File: config.mk
export PLATFORM = sky130hd
export DESIGN_NAME = jitter_delay_line
export DESIGN_NICKNAME = d
export VERILOG_FILES = /design/src/rtl/jitter_delay_line.sv
export SDC_FILE = /design/constraint.sdc
export NUM_CORES = 1
export LEC_CHECK = 0
export CAP_MARGIN = 20
export CORE_MARGIN = 4
export CORE_UTILIZATION = 50
export CTS_CLUSTER_DIAMETER = 200
export DETAILED_ROUTE_END_ITERATION = 8
export PLACE_DENSITY_LB_ADDON = 0.08
export SLEW_MARGIN = 40
export SYNTH_ARGS = -nofsm -noshare
export SYNTH_HDL_FRONTEND = slang
export SYNTH_SLANG_ARGS = --single-unit
File: constraint.sdc
create_clock -name clk -period 33.9 [get_ports clk]
set_clock_uncertainty 0.1 [all_clocks]
set_input_delay 6.78 -clock clk [delete_from_list [all_inputs] [get_ports clk]]
set_output_delay 6.78 -clock clk [all_outputs]
set_load 0.1 [all_outputs]
File: src/rtl/jitter_delay_line.sv
// Multi-channel shift-register delay line with programmable, LFSR-jittered tap
// and a bounded run controller with heartbeat and output-activity counter.
module jitter_delay_line #(
  parameter int          WIDTH       = 8,
  parameter int          DEPTH       = 64,
  parameter int          JITTER_BITS = 2,
  parameter logic [15:0] SEED        = 16'hACE1,
  parameter int          HB_PERIOD   = 1000
) (
  input  logic                     clk,
  input  logic                     rst,
  input  logic                     start,
  input  logic                     abort,
  input  logic [31:0]              run_len,
  input  logic [$clog2(DEPTH)-1:0] delay_sel,
  input  logic                     jitter_en,
  input  logic [WIDTH-1:0]         din,
  output logic [WIDTH-1:0]         dout,
  output logic                     busy,
  output logic                     done,
  output logic                     hb,
  output logic [31:0]              toggle_cnt
);

  localparam int          AW       = $clog2(DEPTH);
  localparam logic [15:0] SEED_EFF = (SEED == 16'h0000) ? 16'h0001 : SEED;
  localparam logic [15:0] MASK     = 16'hB400;
  localparam logic [AW:0] MAXTAP   = (AW+1)'(DEPTH - 1);
  localparam logic [31:0] HB_LAST  = 32'(HB_PERIOD - 1);

  typedef enum logic [1:0] {
    IDLE,
    RUN,
    DONE
  } state_t;

  state_t state, state_nx;

  logic [WIDTH-1:0] sr [DEPTH];
  logic [15:0]      lfsr;
  logic [31:0]      cyc_cnt;
  logic [31:0]      run_len_q;
  logic [31:0]      hb_cnt;

  logic             accept;
  logic             fin;
  logic             in_run;
  logic [AW:0]      jit;
  logic [AW:0]      tap_sum;
  logic [AW-1:0]    tap;
  logic [WIDTH-1:0] tap_val;

  assign in_run = (state == RUN);
  assign busy   = in_run;
  assign done   = (state == DONE);

  // abort outranks both start and completion
  always_comb begin
    state_nx = state;
    accept   = 1'b0;
    fin      = 1'b0;
    unique case (state)
      IDLE, DONE: begin
        if (abort) begin
          state_nx = IDLE;
        end else if (start) begin
          accept   = 1'b1;
          state_nx = (run_len == 32'd0) ? DONE : RUN;
        end
      end
      RUN: begin
        fin = (cyc_cnt == run_len_q - 32'd1);
        if (abort) begin
          state_nx = IDLE;
        end else if (fin) begin
          state_nx = DONE;
        end
      end
      default: state_nx = IDLE;
    endcase
  end

  // sum is one bit wider than the index so a large jitter cannot wrap
  always_comb begin
    jit = '0;
    if (jitter_en) begin
      jit = (AW+1)'(lfsr[JITTER_BITS-1:0]);
    end
    tap_sum = {1'b0, delay_sel} + jit;
    tap     = (tap_sum > MAXTAP) ? MAXTAP[AW-1:0] : tap_sum[AW-1:0];
    tap_val = sr[tap];
  end

  always_ff @(posedge clk) begin
    if (rst) begin
      state <= IDLE;
    end else begin
      state <= state_nx;
    end
  end

  always_ff @(posedge clk) begin
    if (rst) begin
      for (int k = 0; k < DEPTH; k++) begin
        sr[k] <= '0;
      end
    end else if (in_run) begin
      sr[0] <= din;
      for (int k = 1; k < DEPTH; k++) begin
        sr[k] <= sr[k-1];
      end
    end
  end

  always_ff @(posedge clk) begin
    if (rst) begin
      lfsr <= SEED_EFF;
    end else if (in_run) begin
      lfsr <= lfsr[0] ? ((lfsr >> 1) ^ MASK) : (lfsr >> 1);
    end
  end

  always_ff @(posedge clk) begin
    if (rst) begin
      dout       <= '0;
      toggle_cnt <= '0;
    end else if (accept) begin
      toggle_cnt <= '0;
    end else if (in_run) begin
      dout <= tap_val;
      if ((tap_val != dout) && (toggle_cnt != 32'hFFFF_FFFF)) begin
        toggle_cnt <= toggle_cnt + 32'd1;
      end
    end
  end

  always_ff @(posedge clk) begin
    if (rst) begin
      cyc_cnt   <= '0;
      run_len_q <= '0;
      hb_cnt    <= '0;
      hb        <= 1'b0;
    end else begin
      hb <= in_run && (hb_cnt == HB_LAST);
      if (accept) begin
        cyc_cnt   <= '0;
        run_len_q <= run_len;
        hb_cnt    <= '0;
      end else if (in_run) begin
        cyc_cnt <= cyc_cnt + 32'd1;
        hb_cnt  <= (hb_cnt == HB_LAST) ? 32'd0 : hb_cnt + 32'd1;
      end
    end
  end

endmodule

**After elaboration in Yosys (flattened, before gate mapping)**

Memory sizes are Yosys's and may differ from the RTL's.
Index checks and enable logic that the tools add are counted.

- Register bits: 155
- RAM bits: 512
- Output and inout bits: 43
- Input bits: 51
- Word-level logic and storage cells: 180
- Memories: 1

- $add $sub $neg: 5
- Reductions and logical operators: 9
- Magnitude comparators: 1
- Eq/ne operators: 8
- Bitwise gates (word level): 66
- Mux-type cells: 82

Memories:

| name | words | width | rd ports | clocked after Yosys merged registers in | wr ports | line | RTL |
|---|---|---|---|---|---|---|---|
| sr | 64 | 8 | 64 | 0 | 64 | 39 | `logic [WIDTH-1:0] sr [DEPTH];` |

Operators by type and width:

| kind | count |
|---|---|
| 2-to-1 mux 8 bit | 64 |
| adder 32 x 1 -> 32 bit (second input constant) | 3 |
| bitwise OR 1 bit | 64 |
| == test 32 x 10 -> 1 bit (second input constant) | 1 |
| == test 32 bit | 1 |
| logical NOT 32 bit | 1 |
| 2-to-1 mux 32 bit | 1 |
| != test 32 bit (second input constant) | 1 |
| subtractor 32 x 1 -> 32 bit (second input constant) | 1 |
| 2-to-1 mux 16 bit | 1 |
| 2-to-1 mux 2 bit | 6 |
| 2-to-1 mux 1 bit | 8 |
| != test 8 bit | 1 |
| adder 6 x 7 -> 7 bit | 1 |
| greater-than comparator 7 x 6 -> 1 bit (second input constant) | 1 |
| 2-to-1 mux 6 bit | 1 |
| AND reduction 2 bit | 3 |
| inverter 3 -> 4 bit | 1 |
| one-hot mux 2 bit (2 select lines) | 1 |
| OR reduction 2 bit | 2 |
| != test 3 x 2 -> 1 bit (second input constant) | 1 |
| != test 3 bit (second input constant) | 1 |
| == test 2 x 1 -> 1 bit (second input constant) | 1 |
| == test 2 bit (second input constant) | 1 |
| 3 further kinds | 4 |

**Depth between registers and ports, before layout**

Gate-level depths: netlist of run 1.
An unclocked memory read counts as a cell.

- Depth after elaboration: 8
- Depth in mapped cells: 23
- Mapped depth without buffers: 14

**Worst setup path before layout of run 1**

OpenSTA, ideal clock, no wires.

- Path type: in2reg
- From: input port rst
- To: memory sr[0][0] (enable)
- Arrival time: 16999 ps
- Stages on the path: 3
- Slack: 15942 ps
- Library setup time: 859 ps
- Buffers on the path: 1
- Data required time: 32941 ps
- Cell sequence: clkbuf_1 -> nor2_1 -> inv_1

RTL lines:

| item | line | RTL |
|---|---|---|
| from (decl) | 11 | `input logic rst,` |
| to (decl) | 39 |  |

**Final worst setup path of run 1**

- From: input port delay_sel[0]
- To: register toggle_cnt[23]

- Word-level cells in the longest chain between the ends: 7

Ends and longest elaborated chain:

| item | line | RTL |
|---|---|---|
| from (decl) | 15 | `input logic [$clog2(DEPTH)-1:0] delay_sel,` |
| adder 6 x 7 -> 7 bit * | 89 | `tap_sum = {1'b0, delay_sel} + jit;` |
| greater-than comparator 7 x 6 -> 1 bit | 90 | `tap = (tap_sum > MAXTAP) ? MAXTAP[AW-1:0] : tap_sum[AW-1:0];` |
| 2-to-1 mux 6 bit * | 90 |  |
| memory (64 x 8 bit) * | - |  |
| != test 8 bit * | 131 | `if ((tap_val != dout) && (toggle_cnt != 32'hFFFF_FFFF)) begin` |
| logical AND 1 bit * | 131 |  |
| AND reduction 2 bit (no source line) * | - |  |
| to (signal assigned) | 132 | `toggle_cnt <= toggle_cnt + 32'd1;` |
| to (decl) | 22 | `output logic [31:0] toggle_cnt` |

Every way passes the cells marked *; elsewhere a longest branch is shown, timed or not.
A chain may end at the register's enable or synchronous reset.

==> results of run 1 <==
==> critical path: stages <==
cell	delay [ns]
clkdlybuf4s50_1	0.55
ha_4	0.25
fa_2	0.62
buf_4	0.53
inv_1	0.10
buf_4	0.29
o21ai_4	0.38
buf_4	0.48
nand2_2	0.39
a21oi_1	0.27
nor4_1	0.09
nor3_1	0.45
a21oi_1	0.20
a2111oi_1	0.65
and4_4	0.75
or4_1	0.21
a21oi_1	0.06
==> cell families (layout without fill, tap and decap cells) <==
group	count (synthesis)	in the layout	share of synthesized area [%]
buffers and inverters	233	290	3.71
adder cells (fa/ha/maj)	7	7	0.290
flip-flops	667	667	56.3
multiplexers	128	128	4.01
AO/OA/AOI/OAI	557	557	12.1
AND/OR/NAND/NOR	1220	1220	20.6
XOR/XNOR	106	106	2.95
other	0	2	0
==> area by class of cell <==
| type | count | area [sq um] | area share (%) |
|---|---|---|---|
| timing repair buffer | 132 | 1110 | 3.06 |
| sequential | 667 | 18500 | 51.0 |
| multi-input combinational | 2018 | 13200 | 36.4 |
| clock buffer | 93 | 1950 | 5.40 |
| tap | 855 | 1070 | 2.96 |
| antenna | 2 | 5.00 | 0.0138 |
| clock inverter | 41 | 303 | 0.836 |
| inverter | 24 | 106 | 0.294 |
==> sequential cells by signal, indices dropped and copies added (netlist names) <==
name        flops
sr            512
cyc_cnt        32
hb_cnt         32
run_len_q      32
toggle_cnt     32
lfsr           16
dout            8
state           2
hb              1
==> Yosys cell counts (14+ instances only) <==
library cell  count  area [sq um]
edfxtp_1        512         15400
and2_1          285          1780
nor2b_1         251          1570
nand2_1         224           841
dfxtp_1         155          3100
nor2_1          141           529
a21oi_1         127           636
clkbuf_1        111           417
mux2i_1         100          1000
nand3_1          59           295
o21ai_0          57           285
xnor2_1          54           473
xor2_1           50           438
o22ai_1          49           307
a221oi_1         43           377
a211oi_1         42           315
nor3_1           42           210
buf_2            39           195
and3_1           37           231
or4_1            35           263
nand4_1          31           194
nor4_1           30           188
o211ai_1         29           218
mux2_2           28           315
or3_1            28           175
o221ai_1         27           236
buf_4            26           195
buf_6            26           293
inv_1            24          90.1
o31ai_1          20           150
nand2b_1         16           100
a211o_1          14           123
a2bb2oi_1        14           123
==> worst max-delay path by stage <==
stage,slack (ns),start,depth (start not counted),to
2_1_floorplan,15.94,rst,3,sr[0][0]
5_1_grt,20.81,jitter_en,16,toggle_cnt[26]
4_1_cts,21.25,jitter_en,16,toggle_cnt[13]
6_report,21.06,delay_sel[0],17,toggle_cnt[23]
3_5_place_dp,20.61,jitter_en,18,toggle_cnt[13]
3_3_place_gp,20.48,jitter_en,15,toggle_cnt[22]
==> routing by layer <==
layer | wire (um) | track usage (%)
met1 | 39900 | 35.9
met2 | 39900 | 38.0
met3 | 5940 | 3.65
met4 | 3040 | 9.01
met5 | 0 | 0
==> per-stage QoR <==
step                      std cells  util, %  cell area, sq um  setup WS (ns)
after floorplan                2918        -             32800          15.94
after detailed placement       3696     52.4             33900          20.61
final                          3832     56.0             36200          21.06
after CTS                      3830     55.9             36200          21.25
after global placement         3693     52.6             34000          20.48
after global routing           3830     55.9             36200          20.81
==> placed cells by master, fill, tap and decap left out, types with 49 or more instances in the layout <==
cell type	synthesis	layout
edfxtp_1	512	512
and2_1	285	284
nor2b_1	251	251
nand2_1	224	224
dfxtp_1	155	155
nor2_1	141	139
a21oi_1	127	127
mux2i_1	100	100
clkbuf_16	0	74
nand3_1	59	59
o21ai_0	57	57
xnor2_1	54	54
xor2_1	50	50
o22ai_1	49	49
clkdlybuf4s50_1	0	49
==> power breakdown <==
| part | total [uW] | leakage (uW) | internal (uW) | switching [uW] |
|---|---|---|---|---|
| registers | 966 | 0.00661 | 934 | 31.7 |
| logic | 259 | 0.00522 | 90.8 | 168 |
| clock network | 766 | 0.00110 | 432 | 333 |
| total | 1990 | 0.0129 | 1460 | 533 |
==> reports/results.ini, run 1 <==
[sta]
whs_ns = 0.348
hold_violations = 0
slew_viol_final = 0
rsz0062_at_grt = no
tightest_slew_ns = 0.906
finalCritPeriodShare_pct = 37.9
slew_headroom_pct = 39.1
min_period_ns = 12.84
tns_ns = 0
max_freq_ghz = 0.0779
setup_violations = 0

[logic_synthesis]
synth-edff-count = 512
syn_inst = 2918
yosysUniqueCellTypes = 98
yosysSeqAreaShare_pct = 56.3
syn_area_sq_um = 32800
synth_fp_nets = 2976
syn_avg_cell_area_sq_um = 11.2
yosysWarnings = 0
async_flop_share_pct = 0
synth_ff_type = edfxtp_1
synth-seq-cells = 667

[power]
leakage_uw = 0.0129
finalPower_uw = 1990
ir_drop_uv = 36.3
p_per_area_nw_per_um2 = 55.0

[routing]
vias = 23500
avgViaCountPerCell = 6.12
drc = 0
first_pass_iters = 6
drtAntennaViolNets = 0
detail_route.wl_per_cell_um = 23.2
drt-initial-drc-count = 2309
drt_wl_total_um = 88800

[status]
status = finished, final reports clean

[clock_network]
cts-hold-fix-buffers = 0
htree_levels = 3
cts.sinks = 667
tritoncts = built
cts_resized = 0
cts-root-buf = clkbuf_16
clk_pin_slew_ns = 0.06
clk_latency_ns = 0.62
cts_buffer_depth = 3
cts_buffers = 74
post_cts_buffers = 0

[critical_path]
start_kind = primary input
timing.rr.start = lfsr[0]
r2r_slack_ns = 27.09
crit_arrival_ns = 13.20
cp_max_fo = 63
path_class = in2reg
endpoint_kind = flip-flop
cp.required_ns = 34.26
reg2reg_to = toggle_cnt[23]
r2r_cells = 15

[grt]
overflow = 0
grt_max_degree = 165
antenna_found_initial = 2
grt_pass1_wl_um = 137000
grt_pass1_vias = 22500
grt.total_usage_pct = 24.7

[floorplan]
initial_core_util_pct = 50.7
die_x_um = 264
fp-row-count = 93
die_area_sq_um = 69700
core_area_sq_um = 64700
num_io_pins = 94
fp.dieH_um = 264

[layout]
fillerInstances = 5599
final_layout_size_suffix_gt1_share_pct = 8.87
area_delta_synth_final_pct = 10.4
nets = 2975

[min_path]
hold_path_startpoint = lfsr[5]
hold-path-cell-count = 2
hold_end = lfsr[4]
hold_class = reg2reg

[place]
routabilityCongestion = 0.901
hpwl_um = 56000
io_buffers = 93

[run]
maxCapViolCount = 0

No activity file was read; power rests on OpenSTA's default activity.
==> run 2: changes to the inputs <==
==> constraint.sdc (replaced) <==
create_clock -name clk -period 11.7 [get_ports clk]
set_clock_uncertainty 0.1 [all_clocks]
set_input_delay 2.34 -clock clk [delete_from_list [all_inputs] [get_ports clk]]
set_output_delay 2.34 -clock clk [all_outputs]
set_load 0.1 [all_outputs]
==> reports/results.ini, run 2 (same netlist as run 1, synthesis figures left out) <==
[layout]
final_layout_size_suffix_gt1_share_pct = 8.94
final_common_cell = edfxtp_1
layout_common_cells = 512 x edfxtp_1, 285 x and2_1, 251 x nor2b_1, 224 x nand2_1, 155 x dfxtp_1
area_delta_synth_final_pct = 11.1
nets = 2975
top_register = sr
final_util_pct = 56.3
largest_register_ffs = 512

[clock_network]
cts-hold-fix-buffers = 0
post_cts_buffers = 0
cts.sinks = 667
clk_pin_slew_ns = 0.06
cts-root-buf = clkbuf_16
cts_resized = 0
htree_levels = 3
cts_buffer_depth = 3
tritoncts = built
clk_latency_ns = 0.61
cts_buffers = 75

[power]
ir_drop_uv = 127
p_per_area_nw_per_um2 = 163
leakage_uw = 0.0130

[routing]
drtAntennaViolNets = 0
vias = 23600
drt-initial-drc-count = 2675
first_pass_iters = 5
avgViaCountPerCell = 6.15
drt_wl_total_um = 88300
drc = 0
detail_route.wl_per_cell_um = 23.1

[critical_path]
crit_start = jitter_en
r2r_cells = 15
timing.rr.start = lfsr[0]
reg2reg_to = toggle_cnt[22]
r2r_slack_ns = 5.02
path_cells = clkdlybuf4s50_1 > and2_1 > ha_4 > fa_2 > nand3_2 > o21ai_4 > buf_4 > nand2_2 > a21oi_1 > nor4_1 > nor3_1 > a21oi_1 > a2111oi_1 > and4_4 > nor4_1 > o21a_1
start_kind = primary input
crit_arrival_ns = 8.55
cpPeakStageDelay_ns = 0.73
cp_top_family = simple AND/OR/NAND/NOR gates
cp.required_ns = 12.09
path_class = in2reg
crit_slowest_cell = and4_4
endpoint_kind = flip-flop
cp_max_fo = 63
crit_buf_inv = 2

[sta]
rsz0062_at_grt = no
slew_headroom_pct = 40.7
tightest_slew_ns = 0.888
max_freq_ghz = 0.123
slew_viol_final = 0
min_period_ns = 8.16
setup_violations = 0
tns_ns = 0
hold_violations = 0
finalCritPeriodShare_pct = 69.8

[grt]
antenna_found_initial = 1
grt.total_usage_pct = 24.6
overflow = 0
grt_pass1_vias = 23100
grt_pass1_wl_um = 136000
grt_max_degree = 186

[floorplan]
fp-row-count = 93
initial_core_util_pct = 50.7
core_area_sq_um = 64700
die_x_um = 264
num_io_pins = 94
die_area_sq_um = 69700
fp.dieH_um = 264

[min_path]
hold_class = reg2reg
hold-path-cell-count = 2
hold_end = lfsr[1]
hold_path_startpoint = lfsr[2]

[status]
status = finished, final reports clean

[run]
maxCapViolCount = 0

[place]
routabilityCongestion = 0.895
hpwl_um = 55200
io_buffers = 93

run 2: worst max-delay path by stage:
stage                           endpoint  slack, ns  depth (start not counted)
final                     toggle_cnt[22]       3.54                         16
after global routing      toggle_cnt[26]       3.21                         16
after CTS                 toggle_cnt[22]       3.73                         16
after detailed placement  toggle_cnt[22]       3.10                         16
after global placement    toggle_cnt[22]       2.97                         16
after floorplan                 sr[0][0]       0.73                          3
run 2: layer usage:
layer | share of wire (%) | up-vias | wire length, um | GRT usage [%]
li1 | - | 10800 | - | -
met1 | 43 | 11700 | 38400 | 34.5
met2 | 45 | 884 | 39500 | 37.6
met3 | 8.0 | 175 | 7030 | 5.57
met4 | 3.8 | 0 | 3380 | 9.04
met5 | 0 | - | 0 | 0
run 2: report_power, final:
group | switching [uW] | leakage, uW | total (uW) | internal, uW
combinational | 489 | 0.00523 | 755 | 266
clock | 949 | 0.00119 | 2370 | 1420
sequential | 91.5 | 0.00661 | 2800 | 2710
total | 1530 | 0.0130 | 5930 | 4400
run 2: metrics by stage:
stage / setup slack, ns / cell area [sq um] / cells / hold WS (ns) / total power [uW]
after floorplan: 0.727 / 32800 / 2918 / 0.332 / 3370
after global placement: 2.97 / 34000 / 3691 / 0.339 / 3570
after detailed placement: 3.10 / 33900 / 3693 / 0.346 / 3580
after CTS: 3.73 / 36400 / 3828 / 0.359 / 5960
after global routing: 3.21 / 36400 / 3830 / 0.382 / 6130
final: 3.54 / 36400 / 3831 / 0.353 / 5930
run 2: worst register-to-register path, cell delays in order (launching register included):
cell       delay [ns]
dfxtp_1          0.64
and2_1           0.25
ha_4             0.16
fa_2             0.61
nand3_2          0.49
o21ai_4          0.68
buf_4            0.51
nand2_2          0.47
a21oi_1          0.28
nor4_1           0.09
nor3_1           0.50
a21oi_1          0.17
a2111oi_1        0.55
and4_4           0.73
nor4_1           0.15
o21a_1           0.19
run 2: final cells by class:
class	instances	area, sq um
timing repair buffer	131	1140
clock buffer	111	2180
sequential	667	18500
tap	855	1070
inverter	24	93.8
clock inverter	24	274
multi-input combinational	2018	13200
fill	5519	28300
antenna	1	2.50
==> RTL edit: new RTL, config.mk and constraints of run 2 <==
Set the parameter `HB_PERIOD` to 512 (it was 1000).
--- a/src/rtl/jitter_delay_line.sv
+++ b/src/rtl/jitter_delay_line.sv
@@ -5,7 +5,7 @@
   parameter int          DEPTH       = 64,
   parameter int          JITTER_BITS = 2,
   parameter logic [15:0] SEED        = 16'hACE1,
-  parameter int          HB_PERIOD   = 1000
+  parameter int          HB_PERIOD   = 512
 ) (
   input  logic                     clk,
   input  logic                     rst,
Function: not settled (the Yosys comparison gave no result); the edit may change what the design does.
==> RTL edit against run 2 <==
Sequential cell count unchanged; final area about the same; register-to-register slack improved by 0.50 ns; global-route usage increased by 0.70 points; worst setup slack improved by 0.44 ns; total power increased by 0.42%; sequential power about the same; hold slack improved by 0.0022 ns; routed wire length increased by 2.4%; synthesized area decreased by 0.85%; maximum frequency increased by 5.7%; first-iteration DRC count increased by 0.26%.
==> RTL edit: results (changes against run 2) <==
min_from: "lfsr[15]$_SDFFE_PP1P_"  # was lfsr[2]$_SDFFE_PP0P_
worst_pin_slew_ns: 0.884  # was 0.888 ns
grt.total_usage_pct: 25.3  # was 24.6%
setup_ws_ns: 3.98  # was 3.54 ns
leakage_nw: 13.1  # was 13.0 nW
cp-endpoint: "toggle_cnt[27]$_SDFFE_PP0P_"  # was toggle_cnt[22]$_SDFFE_PP0P_
wl_per_cell_um: 23.4  # was 23.1 µm
route.met2.wl_um: 41000  # was 39,500 µm
status: "completed"  # unchanged
syn-num-nets: 3002  # was 2,976
grt_use_met1_pct: 35.2  # was 34.5%
holdWs_ns: 0.356  # was 0.353 ns
synth_fa_ha_area_share_pct: 0.292  # was 0.290%
gp_congestion: 0.954  # was 0.895
arrival_ns: 8.08  # was 8.55 ns
grt_pass1_wl_um: 139000  # was 136,000 µm
p_total_mw: 5.95  # was 5.93 mW
synth_sequential_area_ratio_pct: 56.8  # was 56.3%
dp.cells: 3729  # was 3,693
dr_wl_met3_um: 6700  # was 7030 µm
use_met3_pct: 4.58  # was 5.57%
antenna_found_initial: 0  # was 1
synth_area_per_cell_um2: 11.0  # was 11.2 µm²
drive_gt1_share_pct: 9.00  # was 8.94%
wl_met1_um: 38600  # was 38,400 µm
drt-pass1-iter-count: 6  # was 5
cp_max_fo: 64  # was 63
num_vias: 23900  # was 23,600
combinationalPowerShare_pct: 12.9  # was 12.7%
hold_end: "lfsr[14]$_SDFFE_PP0P_"  # was lfsr[1]$_SDFFE_PP0P_
place_area_um2: 34000  # was 33,900 µm²
r2r_setup_slack_ns: 5.52  # was 5.02 ns
grt_pass1_vias: 23100  # about the same
[RTL edit: changes by cell type in the layout (fill, tap and decap cells not counted), sizes merged, moves of 10 or more]
cell,run 2,this run
a221oi,45,29
a311oi,8,20
and2,285,298
buf,83,97
clkbuf,111,96
clkinv,14,24
mux2i,100,81
nor3,45,79
o21ai,66,79
o221ai,27,16
o22ai,49,36
or3,29,43
xnor2,55,40
[RTL edit: logic make-up (layout without fill, tap and decap cells)]
family / after synthesis / count (layout)
AOI/OAI and AO/OA: 558 / 558
muxes: 107 / 107
and+or+nand+nor: 1275 / 1275
xor gates and xnor gates: 96 / 96
adders and majority gates: 7 / 7
buffers and inverters: 234 / 302
DFF: 667 / 667
other: 0 / 1
[RTL edit: final cells by class]
class / count / area (µm²)
clock inverters: 41 / 414
well taps: 855 / 1070
inverters: 19 / 71.3
clock buffers: 96 / 2040
diodes: 1 / 2.50
multi-input cells: 2043 / 13100
flip-flops and latches: 667 / 18500
fillers: 5534 / 28000
repair buffers: 146 / 1250
